===== src/rtl/regfile_pkg.sv =====
// Shared widths and state encoding for the register-file write scheduler.
package regfile_pkg;

  function automatic int CeilLog2(input int value);
    int r;
    r = 0;
    while ((1 << r) < value) r++;
    return r;
  endfunction

  localparam int WORD_LENGTH = 32;
  localparam int NBITS       = CeilLog2(WORD_LENGTH);

  typedef enum logic {
    CLEAR = 1'b0,
    RUN   = 1'b1
  } state_t;

endpackage


===== src/rtl/rr_arbiter_2.sv =====
// Two-requester round-robin arbiter with a last-grant pointer.
module rr_arbiter_2 (
  input  logic       clk,
  input  logic       reset,
  input  logic       req0,
  input  logic       req1,
  input  logic       advance,
  output logic [1:0] grant
);

  // last = index of the most recent accepted winner; 1 after reset so requester 0 wins the first tie
  logic last;

  always_comb begin
    grant = 2'b00;
    if (req0 && req1) begin
      grant = last ? 2'b01 : 2'b10;
    end else if (req0) begin
      grant = 2'b01;
    end else if (req1) begin
      grant = 2'b10;
    end
  end

  always_ff @(posedge clk or negedge reset) begin
    if (!reset) begin
      last <= 1'b1;
    end else if (advance && (grant != 2'b00)) begin
      last <= grant[1];
    end
  end

endmodule


===== src/rtl/regfile_write_scheduler.sv =====
// Owns the register-file write port: clear sweep after reset or on request,
// then round-robin sharing between ALU (0) and load (1) writebacks.
module regfile_write_scheduler
  import regfile_pkg::*;
(
  input  logic                   clk,
  input  logic                   reset,
  input  logic                   clear_req,
  input  logic                   valid0,
  input  logic [NBITS-1:0]       addr0,
  input  logic [WORD_LENGTH-1:0] data0,
  output logic                   ready0,
  input  logic                   valid1,
  input  logic [NBITS-1:0]       addr1,
  input  logic [WORD_LENGTH-1:0] data1,
  output logic                   ready1,
  output logic                   init_done,
  output logic                   Write,
  output logic [NBITS-1:0]       Write_Reg,
  output logic [WORD_LENGTH-1:0] Write_Data,
  output logic                   fsm_state
);

  // Handshake: a transfer happens in a cycle where valid and ready are both high;
  // requesters hold valid/addr/data until ready, and may withdraw valid freely.

  state_t           state;
  logic [NBITS-1:0] cnt;
  logic             accept_en;
  logic [1:0]       grant;
  logic             xfer;
  logic [NBITS-1:0] xfer_addr;
  logic [WORD_LENGTH-1:0] xfer_data;

  assign accept_en = (state == RUN) && !clear_req;

  rr_arbiter_2 u_arb (
    .clk     (clk),
    .reset   (reset),
    .req0    (valid0 && accept_en),
    .req1    (valid1 && accept_en),
    .advance (xfer),
    .grant   (grant)
  );

  assign ready0    = grant[0];
  assign ready1    = grant[1];
  assign xfer      = ready0 || ready1;
  assign xfer_addr = ready1 ? addr1 : addr0;
  assign xfer_data = ready1 ? data1 : data0;
  assign fsm_state = state;

  always_ff @(posedge clk or negedge reset) begin
    if (!reset) begin
      state      <= CLEAR;
      cnt        <= '0;
      init_done  <= 1'b0;
      Write      <= 1'b0;
      Write_Reg  <= '0;
      Write_Data <= '0;
    end else begin
      case (state)
        CLEAR: begin
          Write      <= 1'b1;
          Write_Reg  <= cnt;
          Write_Data <= '0;
          cnt        <= cnt + 1'b1;
          if (cnt == NBITS'(WORD_LENGTH - 1)) begin
            state     <= RUN;
            init_done <= 1'b1;
          end
        end
        RUN: begin
          if (clear_req) begin
            state     <= CLEAR;
            cnt       <= '0;
            init_done <= 1'b0;
            Write     <= 1'b0;
          end else if (xfer) begin
            // $zero is hard-wired: the transfer is consumed but never reaches the file
            Write <= (xfer_addr != '0);
            if (xfer_addr != '0) begin
              Write_Reg  <= xfer_addr;
              Write_Data <= xfer_data;
            end
          end else begin
            Write <= 1'b0;
          end
        end
        default: begin
          state <= CLEAR;
          cnt   <= '0;
        end
      endcase
    end
  end

endmodule


===== config.mk =====
export PLATFORM = sky130hd
export DESIGN_NAME = regfile_write_scheduler
export DESIGN_NICKNAME = d
export VERILOG_FILES = /design/src/rtl/regfile_pkg.sv /design/src/rtl/rr_arbiter_2.sv /design/src/rtl/regfile_write_scheduler.sv
export SDC_FILE = /design/constraint.sdc
export NUM_CORES = 1
export LEC_CHECK = 0
export ABC_AREA = 0
export BUFFER_PORTS_ARGS = -buffer_cell sky130_fd_sc_hd__buf_2
export CORE_MARGIN = 8
export CORE_UTILIZATION = 46
export DETAILED_ROUTE_END_ITERATION = 10
export HOLD_SLACK_MARGIN = 0.15
export PLACE_DENSITY = 0.81
export SLEW_MARGIN = 20
export SYNTH_ARGS = -nofsm -noshare
export SYNTH_HDL_FRONTEND = slang
export SYNTH_SLANG_ARGS = --single-unit

===== constraint.sdc =====
create_clock -name clk -period 2 [get_ports clk]
set_input_delay 0.1 -clock clk [delete_from_list [all_inputs] [get_ports clk]]
set_output_delay 0.1 -clock clk [all_outputs]
set_load 0.05 [all_outputs]

### After elaboration in Yosys (flattened, before gate mapping)

Cells that the tools add are included.

* register bits: 46
* bits in latches: 0
* memory bits (writable): 0
* memory bits (read-only): 0
* input bits: 79
* output and inout bits: 42
* logic and storage cells: 51
* memories: 0

* $add $sub $neg: 1
* multipliers: 0
* divide/modulo/power cells: 0
* magnitude comparators: 0
* eq/ne operators: 6
* shift-type cells: 0
* muxes and demuxes: 25
* bitwise logic cells: 1
* reductions and logical operators: 11

Operator list (count)
* two-way mux 32 bit: 4
* one-hot mux 32 bit (2 select lines): 1
* two-way mux 5 bit: 5
* one-hot mux 5 bit (2 select lines): 2
* two-way mux 2 bit: 4
* two-way mux 1 bit: 6
* != test 2 bit (second input constant): 3
* one-hot mux 1 bit (2 select lines): 3
* adder 5 x 1 -> 5 bit (second input constant): 1
* equality test 5 bit (second input constant): 1
* logical AND 1 bit: 5
* nonzero test 5 bit: 1
* != test 2 x 1 -> 1 bit (second input constant): 2
* AND reduction 3 bit: 1
* AND reduction 2 bit: 1
* nonzero test 2 bit: 1
* zero test 1 bit: 1
* logical OR 1 bit: 1
* inverter 1 bit: 1

### Longest topological paths before layout

Gate-level depths: netlist of the first run.

* depth in word-level cells: 12
* mapped depth: 7
* gate-level depth less buffers: 5

### Modules after synthesis

Synthesis of the first run repeated with hierarchy kept, for this count alone.

* cells, all modules: 217
* area total of the unflattened synthesis: 2234.6 um^2

Modules (own cells, without submodules)
* regfile_write_scheduler: instances 1, cells each 211, area each 2178.3 um^2, sequential area each 1126.1 um^2
* rr_arbiter_2: instances 1, cells each 6, area each 56.3 um^2, sequential area each 26.3 um^2

### Worst setup path before layout of the first run

No wires, ideal clock.

* path type: register to register
* start point: register state (netlist: fsm_state)
* end point: register Write_Data[0]
* setup time: 0.079 ns
* data arrival time: 1.974 ns
* required time: 1.921 ns
* path slack: -0.053 ns
* cell stages (with the launch flop): 8
* path buffers: 3
* clock period less this slack: 2.053 ns
* path through: dfrtp_1 > buf_2 > nor2b_1 > buf_2 > nand3_2 > o21ai_4 > buf_6 > mux2i_1

* word-level cells in the longest chain between the ends: 10
* elaborated cells on any way between the ends: 20
* classes of those cells: eq/ne (3); mux (9); bitwise (1); reduce/logical (7)

RTL lines
* start: declaration: RTL line regfile_write_scheduler.sv:27 `state_t state;`
* start signal: assignment: RTL line regfile_write_scheduler.sv:55 `state <= CLEAR;`
* start signal: assignment: RTL line regfile_write_scheduler.sv:69 `state <= RUN;`
* start signal: assignment: RTL line regfile_write_scheduler.sv:75 `state <= CLEAR;`
* logical AND 1 bit: RTL line regfile_write_scheduler.sv:35 `assign accept_en = (state == RUN) && !clear_req;`
* logical AND 1 bit: RTL line regfile_write_scheduler.sv:41 `.req1 (valid1 && accept_en),`
* two-way mux 2 bit: RTL line rr_arbiter_2.sv:20 `end else if (req1) begin`
* two-way mux 2 bit: RTL line rr_arbiter_2.sv:18 `end else if (req0) begin`
* two-way mux 2 bit: RTL line rr_arbiter_2.sv:16 `if (req0 && req1) begin`
* two-way mux 32 bit: RTL line regfile_write_scheduler.sv:50 `assign xfer_data = ready1 ? data1 : data0;`
* two-way mux 32 bit: RTL line regfile_write_scheduler.sv:82 `if (xfer_addr != '0) begin`
* two-way mux 32 bit: RTL line regfile_write_scheduler.sv:79 `end else if (xfer) begin`
* two-way mux 32 bit: RTL line regfile_write_scheduler.sv:74 `if (clear_req) begin`
* one-hot mux 32 bit (2 select lines): RTL line regfile_write_scheduler.sv:62 `case (state)`
* end signal: assignment: RTL line regfile_write_scheduler.sv:84 `Write_Data <= xfer_data;`
* end: declaration: RTL line regfile_write_scheduler.sv:20 `output logic [WORD_LENGTH-1:0] Write_Data,`

Several ways; a longest one is shown, not always the timed one. The select of a mux whose other input is x is not followed.
A chain may end at the register's enable or synchronous reset.

### Worst setup path after layout of the first run

* start point: input port addr0[2]
* end point: register Write_Data[17]

* word-level cells in the longest chain between the ends: 4

RTL lines
* start: declaration: RTL line regfile_write_scheduler.sv:10 `input logic [NBITS-1:0] addr0,`
* two-way mux 5 bit: RTL line regfile_write_scheduler.sv:49 `assign xfer_addr = ready1 ? addr1 : addr0;`
* nonzero test 5 bit: RTL line regfile_write_scheduler.sv:82
* != test 2 x 1 -> 1 bit (no line)
* AND reduction 3 bit (no line)

Every way passes these cells.

==> results.cfg, run 1 <==
[placement]
dp_hpwl_um = 4929
numPlacedInstances = 401
port_buffers = 120
gp_congestion = 0.8183

[run_status]
outcome = finished, final reports clean

[floorplanning]
core_um2 = 5075
io_pins = 121
rows = 26
fp.dieW_um = 88.34
die-height_um = 88.34
die_area_um2 = 7804
initial_utilization_pct = 47.44

[worst_setup_path]
critPathRequiredTime_ps = 2210
worstPathArrival_ps = 2130
start_kind = input pin
worstSetupPathType = in -> reg
critPathMaxFanout = 15
critPathCaptureType = register

[finish]
areaGrowthSynthToFinish_pct = 62.37
fin_cells = 480
final_nets = 489
num-fill-cells = 334
drive_above_1_share_pct = 35.45

[grt]
grt-ovfl-total = 0
grt_max_degree = 56
grt_pass1_wl_um = 13150
antenna_found_initial = 0
grt.total_usage_pct = 21.76
grt_pass1_vias = 2744

[routing]
drc_errors = 0
wirelength_um = 8196
vias = 2370
vias_per_cell = 4.938
wl_per_cell_um = 17.08
antenna_left = 0
dr.pass1.iters = 4
drt_iter0_drc = 99

[synth]
synth_flop_cell = dfrtp_1
netlist-cell-type-count = 30
yosysWarnings = 0
syn_area_per_cell_um2 = 11.20
synth_area_um2 = 2407
synth.yosys.seq_area_share_pct = 47.87
netlist_instances = 215
synth_async_sr_flop_share_pct = 100.0
ys_seq_elements = 46
synth_edf_count = 0
syn_nets = 296

[sta]
relSlewSlack_pct = 63.61
maxSlewViolCount = 0
fin_worst_skew_ps = 4.303
worst_pin_slew_ps = 545.8
hold_slack_ps = 154.2
period_minus_slack_ps = 1925
max_freq_mhz = 519.5
setup_violations = 0
hold_viol_final = 0
fin_crit_sh_pct = 96.24

[power]
cellLeakagePower_nw = 2.119
ir_worst_vdd_mv = 0.6451
power_mw = 3.536
pwr_density_cell_nw_per_um2 = 904.5

[min_path]
worstHoldPathType = in -> reg

[clock_network]
cts_sinks = 46
cts_tree = yes
clockBufferDepth = 2
insertion_delay_ps = 290
cts-root-buf = clkbuf_8
htree_num_levels = 2
clk_pin_slew_ps = 80
cts-buffers-inserted = 5

[flow_run]
maxCapViolations = 0
==> synthesized netlist by cell type (2+ instances only) <==
library cell	count	area (um^2)
buf_2	5	25.02
nor2_1	4	15.01
inv_1	10	37.54
buf_6	3	33.78
a21oi_1	3	15.01
mux2i_1	69	690.7
nand2_1	38	142.6
dfrtp_1	45	1126
clkbuf_1	4	15.01
o221ai_1	5	43.79
o22ai_1	3	18.77
o21ai_0	3	15.01
o2111ai_1	5	43.79
ha_1	2	25.02
==> routing by layer <==
layer  vias up  GRT usage [%]  routed length, um
li1       1151              -                  -
met1      1106          21.97               2984
met2        96          40.12               4390
met3        17          7.521                636
met4         0          7.988                184
met5         -              0                  0
==> sequential cells by signal, indices dropped and copies added (netlist names) <==
name,cells
fsm_state,1
Write_Data,32
init_done,1
u_arb.last,1
Write_Reg,5
Write,1
cnt,5
==> critical path: stages <==
cell and delay, ps:
dlygate4sd3_1 540, buf_2 130, or4_1 490, nor2_2 330, o21ai_4 90, buf_4 240
mux2i_1 210
==> where the power goes <==
group          internal (mW)  switching, mW
sequential              1.13          0.133
combinational          0.560           1.03
clock                  0.374          0.303
total                   2.07           1.47
==> through the flow <==
step / utilization [%] / worst slack (ps) / instance area [um^2] / setup TNS (ps)
after global routing: 76.97 / -0.1272 / 3906 / -0.1272
after CTS: 76.78 / 31.20 / 3896 / 0
after floorplan: - / 88.06 / 2409 / 0
after detailed placement: 60.87 / 271.5 / 3089 / 0
final: 77.02 / 75.16 / 3909 / 0
after global placement: 60.87 / 369.7 / 3089 / 0
==> cell type report <==
type / count / area [um^2] / area share [%]
timing repair buffer: 199 / 1369 / 35.02
sequential: 46 / 1154 / 29.51
multi-input combinational: 146 / 1152 / 29.48
tap: 70 / 87.58 / 2.241
clock buffer: 7 / 76.32 / 1.953
inverter: 10 / 37.54 / 0.9603
clock inverter: 1 / 30.03 / 0.7682
antenna: 1 / 2.502 / 0.06402
==> path summary, 6_finish.rpt <==
| kind | from | cells after the start | end | slack, ps |
|---|---|---|---|---|
| max in group asynchronous | reset | 3 | u_arb.last$_DFFE_PN1P_ | 1110 |
| worst min register to register | cnt[4]$_DFFE_PN0P_ | 2 | cnt[4]$_DFFE_PN0P_ | 530 |
| min in group asynchronous | reset | 2 | Write_Data[9]$_DFFE_PN0P_ | 260 |
| worst max-delay path | addr0[2] | 7 | Write_Data[17]$_DFFE_PN0P_ | 80 |
| worst max register to register | u_arb.last$_DFFE_PN1P_ | 5 | Write_Reg[2]$_DFFE_PN0P_ | 160 |
| worst min-delay path | data1[0] | 3 | Write_Data[0]$_DFFE_PN0P_ | 150 |
==> cell families (layout without fill, tap and decap cells) <==
kind of cell | after synthesis | in the layout | share of synthesized area (%)
multiplexers | 69 | 69 | 28.69
AND/OR/NAND/NOR | 50 | 50 | 8.992
flip-flops | 46 | 46 | 47.87
AO/OA/AOI/OAI | 24 | 24 | 8.264
buffers and inverters | 23 | 217 | 4.781
adder cells (fa/ha/maj) | 2 | 2 | 1.039
XOR/XNOR | 1 | 1 | 0.3639
other | 0 | 1 | 0
==> placed cells by master, fill, tap and decap left out <==
master and instances:
buf_2 120, clkbuf_8 5, o22ai_1 3, nand3_2 1
o221ai_1 5, nand2b_1 1, o211ai_4 1, a31oi_1 1
diode_2 1, or4_1 1, and3_1 1, nor2b_2 1
dfrtp_2 1, o21ai_0 3, a21oi_1 3, nand2_2 1
bufinv_16 1, o2111ai_1 5, o21a_1 1, nor2_2 1
ha_1 2, xnor2_1 1, nand3_1 1, nand2_1 37
dfstp_2 1, a21boi_4 1, nor2_1 4, mux2i_1 69
dfrtp_1 44, o21ai_4 1, clkbuf_1 2, inv_1 10
buf_4 9, or4_4 1, dlygate4sd3_1 70
==> what timing repair did <==
| action | in CTS | in global routing |
|---|---|---|
| buffers inserted | 0 | 0 |
| hold endpoints to repair | 83 | 0 |
| hold buffers | 70 | 0 |
| gates resized for setup | 0 | 2 |
| setup endpoints to repair | 0 | 3 |
Note: power is estimated with default switching activity, not from simulation.
==> run 2, diff against run 1 <==
--- a/config.mk
+++ b/config.mk
@@ -7,7 +7,7 @@
 export LEC_CHECK = 0
 export ABC_AREA = 0
 export BUFFER_PORTS_ARGS = -buffer_cell sky130_fd_sc_hd__buf_2
-export CORE_MARGIN = 8
+export CORE_MARGIN = 1
 export CORE_UTILIZATION = 46
 export DETAILED_ROUTE_END_ITERATION = 10
 export HOLD_SLACK_MARGIN = 0.15
==> run 2 against run 1 <==
Net effect: via count down 0.93%; non-clock buffer count decreased by 5; cell area shrank 0.42%; largest power group unchanged.
==> results.cfg, run 2 (synthesized netlist as in run 1, its figures left out) <==
[routing]
dr.pass1.iters = 6
drc_errors = 0
wirelength_um = 7487
drt_iter0_drc = 121
vias = 2348
wl_per_cell_um = 15.90
antenna_left = 0
vias_per_cell = 4.985

[worst_setup_path]
critPathCaptureType = output port
worstPathArrival_ps = 1800
reg2reg_depth = 5
critPathMaxFanout = 33
start_kind = input pin
worstSetupPathType = in -> out
critPathRequiredTime_ps = 1900
ff2ff_setup_slack_ps = 320

[finish]
layout_common_cells = buf_2, mux2i_1, dlygate4sd3_1
fin_util_pct = 79.77
areaGrowthSynthToFinish_pct = 61.69
regMostFlops = Write_Data
largestRegisters = Write_Data: 32 flops, Write_Reg: 5 flops, cnt: 5 flops
num_antenna_cells = 0
final_common_cell = buf_2
drive_above_1_share_pct = 35.64
largest_register_ffs = 32
final_nets = 484
design_area_um2 = 3892

[placement]
port_buffers = 120
dp_hpwl_um = 4051
gp_congestion = 0.8592
dpl-instance-area_um2 = 3100

[run_status]
outcome = finished, final reports clean

[power]
cellLeakagePower_nw = 2.111
ir_worst_vdd_mv = 0.5753
pwr_density_cell_nw_per_um2 = 903.6

[min_path]
worstHoldPathType = in -> reg
holdPathStages = 3

[sta]
fin_worst_skew_ps = 8.026
worst_pin_slew_ps = 574.5
hold_viol_final = 0
relSlewSlack_pct = 61.70
max_freq_mhz = 527.4
fin_crit_sh_pct = 94.80
period_minus_slack_ps = 1896
tns_ps = 0
rsz0062_at_grt = false
maxSlewViolCount = 0
setup_violations = 0

[clock_network]
htree_num_levels = 2
clk_pin_slew_ps = 90
clockBufferDepth = 2
cts-root-buf = clkbuf_8
insertion_delay_ps = 290
cts_sinks = 46
cts_tree = yes
cts-buffers-inserted = 5

[grt]
antenna_found_initial = 0
grt_max_degree = 56
grt-ovfl-total = 0
grt.total_usage_pct = 27.73
grt_pass1_vias = 2519
grt_pass1_wl_um = 11390

[flow_run]
maxCapViolations = 0

[floorplanning]
fp.dieW_um = 74.34
die-height_um = 74.34
core_um2 = 4880
io_pins = 121
rows = 25
die_area_um2 = 5526
initial_utilization_pct = 49.33
## run 2: worst max-delay path, stage by stage
cell and delay (ps):
dlygate4sd3_1 530, buf_2 150, nor2b_2 190, buf_4 210, nand2_2 70, buf_12 190
inv_1 70, buf_2 250
## run 2: per-stage QoR
stage                     power, mW  hold WS (ps)  std cells  setup slack, ps
after floorplan               2.335        -195.6        215            88.06
after global placement        2.680         116.5        395            380.0
after detailed placement      2.724         127.8        395            345.7
after CTS                     3.515         152.8        471            49.68
after global routing          3.687         160.1        471            41.51
final                         3.517         150.1        471            104.0
## run 2: worst paths after layout
path | startpoint | endpoint
worst max-delay path | clear_req | ready1
worst min-delay path | addr1[2] | Write_Reg[2]$_DFFE_PN0P_
worst max register to register | u_arb.last$_DFFE_PN1P_ | Write_Data[9]$_DFFE_PN0P_
worst min register to register | cnt[4]$_DFFE_PN0P_ | cnt[4]$_DFFE_PN0P_
max in group asynchronous | reset | u_arb.last$_DFFE_PN1P_
min in group asynchronous | reset | init_done$_DFFE_PN0P_
## run 2: repair_timing
action,4_1_cts,5_1_grt
setup buffers,0,0
gates resized for setup,0,1
hold endpoints to repair,62,0
setup endpoints to repair,0,1
hold buffers,68,0
## run 2: report_power, final
part | switching (mW) | total, mW | leakage (nW) | internal, mW
Sequential | 0.131 | 1.26 | 0.610 | 1.13
Clock | 0.309 | 0.677 | 0.0579 | 0.368
Combinational | 1.02 | 1.58 | 1.44 | 0.560
## run 2: layout make-up
cell class	instances	area (um^2)
multi-input cells	146	1145
well taps	67	83.83
flip-flops and latches	46	1154
fillers	336	987.2
clock buffers	5	68.82
inverters	10	37.54
repair buffers	194	1364
clock inverters	3	40.04
## run 2: metal layers
metal / vias to the layer above / global-route usage (%) / part of all wire (%)
li1: 1137 / - / -
met1: 1091 / 29.95 / 39
met2: 93 / 50.81 / 54
met3: 27 / 5.014 / 3.7
met4: 0 / 15.93 / 3.8
met5: - / 0 / 0
==> run 3, diff against run 2 <==
--- a/config.mk
+++ b/config.mk
@@ -5,13 +5,13 @@
 export SDC_FILE = /design/constraint.sdc
 export NUM_CORES = 1
 export LEC_CHECK = 0
-export ABC_AREA = 0
+export ABC_AREA = 1
 export BUFFER_PORTS_ARGS = -buffer_cell sky130_fd_sc_hd__buf_2
 export CORE_MARGIN = 1
-export CORE_UTILIZATION = 46
+export CORE_UTILIZATION = 47
 export DETAILED_ROUTE_END_ITERATION = 10
 export HOLD_SLACK_MARGIN = 0.15
-export PLACE_DENSITY = 0.81
+export PLACE_DENSITY = 0.8
 export SLEW_MARGIN = 20
 export SYNTH_ARGS = -nofsm -noshare
 export SYNTH_HDL_FRONTEND = slang
==> run 3 against run 2 <==
Net effect: total power down 17%; sequential power fell by 4%; combinational power is 28% lower; register-to-register slack worse by 200 ps; worst hold slack improved by 7.5 ps; sequential share of layout area fell by 0.68 points; maximum frequency is 0.49% higher; global-route usage down 0.12 points; flip-flop and latch count unchanged; utilization decreased by 7.4 points; non-clock buffer count decreased by 6; clock skew down 2.7 ps.
==> results.cfg, run 3 <==
[clock_network]
insertion_delay_ps = 300
clk_pin_slew_ps = 80
cts-buffers-inserted = 5
clockBufferDepth = 2
htree_num_levels = 2
cts-root-buf = clkbuf_8
cts_tree = yes
cts_sinks = 46
cts_setup_buffers = 0

[finish]
design_area_um2 = 3984
final_nets = 610
layout_common_cells = nand2_1, buf_2, nand3_1
largestRegisters = Write_Data: 32 flops, Write_Reg: 5 flops, cnt: 5 flops
regMostFlops = Write_Data
final_common_cell = nand2_1
drive_above_1_share_pct = 32.26
multi_input_comb_area_um2 = 1306
largest_register_ffs = 32
num_antenna_cells = 0
areaGrowthSynthToFinish_pct = 49.13
num-fill-cells = 423
regArea_um2 = 1154

[synth]
synth_area_leaders = dfrtp_1, nand2_1, nand3_1
netlist_instances = 357
ys_seq_elements = 46
yosysMostFrequentCell = nand2_1
yosysWarnings = 0
yosysTopAreaCell = dfrtp_1
syn_nets = 438
synth_common_cells = nand2_1, nand3_1, dfrtp_1
synth_edf_count = 0
netlist-cell-type-count = 24
netlist.area_leader.share_pct = 42.15
syn_area_per_cell_um2 = 7.483
synth_flop_cell = dfrtp_1
synth.yosys.seq_area_share_pct = 43.14
synth_area_um2 = 2671
synth_async_sr_flop_share_pct = 100.0

[power]
ir_worst_vdd_mv = 0.7146
power_mw = 2.905
cellLeakagePower_nw = 2.309
pwr_density_cell_nw_per_um2 = 729.3

[worst_setup_path]
critPathMaxFanout = 19
worstSetupPathType = reg -> out
critPathRequiredTime_ps = 1900
worstPathArrival_ps = 1790
start_kind = register
critPathCaptureType = output port

[sta]
tns_ps = 0
fin_worst_skew_ps = 5.357
hold_viol_final = 0
fin_ws_ps = 113.2
max_freq_mhz = 530.0
period_minus_slack_ps = 1887
setup_violations = 0
worst_pin_slew_ps = 631.0
maxSlewViolCount = 0
relSlewSlack_pct = 57.94
fin_crit_sh_pct = 94.34
rsz0062_at_grt = true

[grt]
antenna_found_initial = 0
grt_max_degree = 33
grt-ovfl-total = 0
grt_pass1_wl_um = 13030
grt_pass1_vias = 2875
grt.total_usage_pct = 27.61

[flow_run]
maxCapViolations = 0

[placement]
dpl-instance-area_um2 = 3341
port_buffers = 120
dp_hpwl_um = 4938
gp_congestion = 0.9144
pre_cts_ws_ps = 151.5

[floorplanning]
rows = 27
initial_utilization_pct = 48.51
die_area_um2 = 5989
fp.dieW_um = 77.39
core_um2 = 5507
io_pins = 121
die-height_um = 77.39

[routing]
antenna_left = 0
dr.pass1.iters = 5
vias = 3004
drc_errors = 0
drt_iter0_drc = 212
wirelength_um = 8021
wl_per_cell_um = 13.32
vias_per_cell = 4.990

[run_status]
outcome = finished, final reports clean

[min_path]
worstHoldPathType = in -> reg
## run 3: cell count changes in the layout (fill, tap and decap cells not counted), sizes merged, moves of 8 or more
cell,change
nand2,+128
nand3,+77
mux2i,-69
dlygate4sd3,-13
inv,+8
## run 3: layout make-up
class / instances / area share [%]
multi-input combinational: 270 / 32.79
timing repair buffer: 188 / 32.22
sequential: 46 / 28.96
tap: 72 / 2.261
clock buffer: 6 / 1.822
inverter: 18 / 1.696
clock inverter: 2 / 0.2513
## run 3: layer usage
metal  up-vias  global-route usage, %  share of wire [%]
li1       1482                      -                  -
met2       142                  49.20                 52
met3        37                  3.529                4.7
met5         -                      0                  0
met1      1343                  31.66                 39
met4         0                  15.85                4.4
## run 3: metrics by stage
step	cells	hold WS [ps]	util, %
after floorplan	357	-195.6	-
after global placement	539	150.2	60.67
after detailed placement	539	154.4	60.67
after CTS	602	152.7	72.17
after global routing	602	165.8	72.35
final	602	157.6	72.35
## run 3: worst max-delay path: stages, from the launching register on
cell and delay [ps]:
dfstp_2 540, nand2_1 150, nand4_4 170, buf_6 180, inv_1 80, buf_6 160, buf_4 200
## run 3: timing repair
| action | in CTS | in global routing |
|---|---|---|
| gates resized for setup | 0 | 4 |
| hold endpoints to repair | 57 | 0 |
| endpoints found under the setup margin | 0 | 1 |
| hold buffers | 55 | 0 |
## run 3: report_power, final
group / internal, mW / switching [mW]
clock: 0.243 / 0.307
sequential: 1.09 / 0.120
combinational: 0.389 / 0.754
## run 3: worst paths after layout
path	start	to	slack, ps	depth (start not counted)
min	data0[30]	Write_Data[30]$_DFFE_PN0P_	160	5
max in group asynchronous	reset	Write_Data[2]$_DFFE_PN0P_	930	3
min reg2reg	Write_Data[9]$_DFFE_PN0P_	Write_Data[9]$_DFFE_PN0P_	500	2
max	u_arb.last$_DFFE_PN1P_	ready1	110	6
max reg2reg	u_arb.last$_DFFE_PN1P_	Write_Data[4]$_DFFE_PN0P_	120	10
min in group asynchronous	reset	Write_Data[26]$_DFFE_PN0P_	370	2
## run 3: kinds of logic after synthesis
logic type	share of synthesized area (%)
AOI/OAI and AO/OA	2.669
adders and majority gates	0.9366
buffers and inverters	8.244
DFF	43.14
and+or+nand+nor	45.01
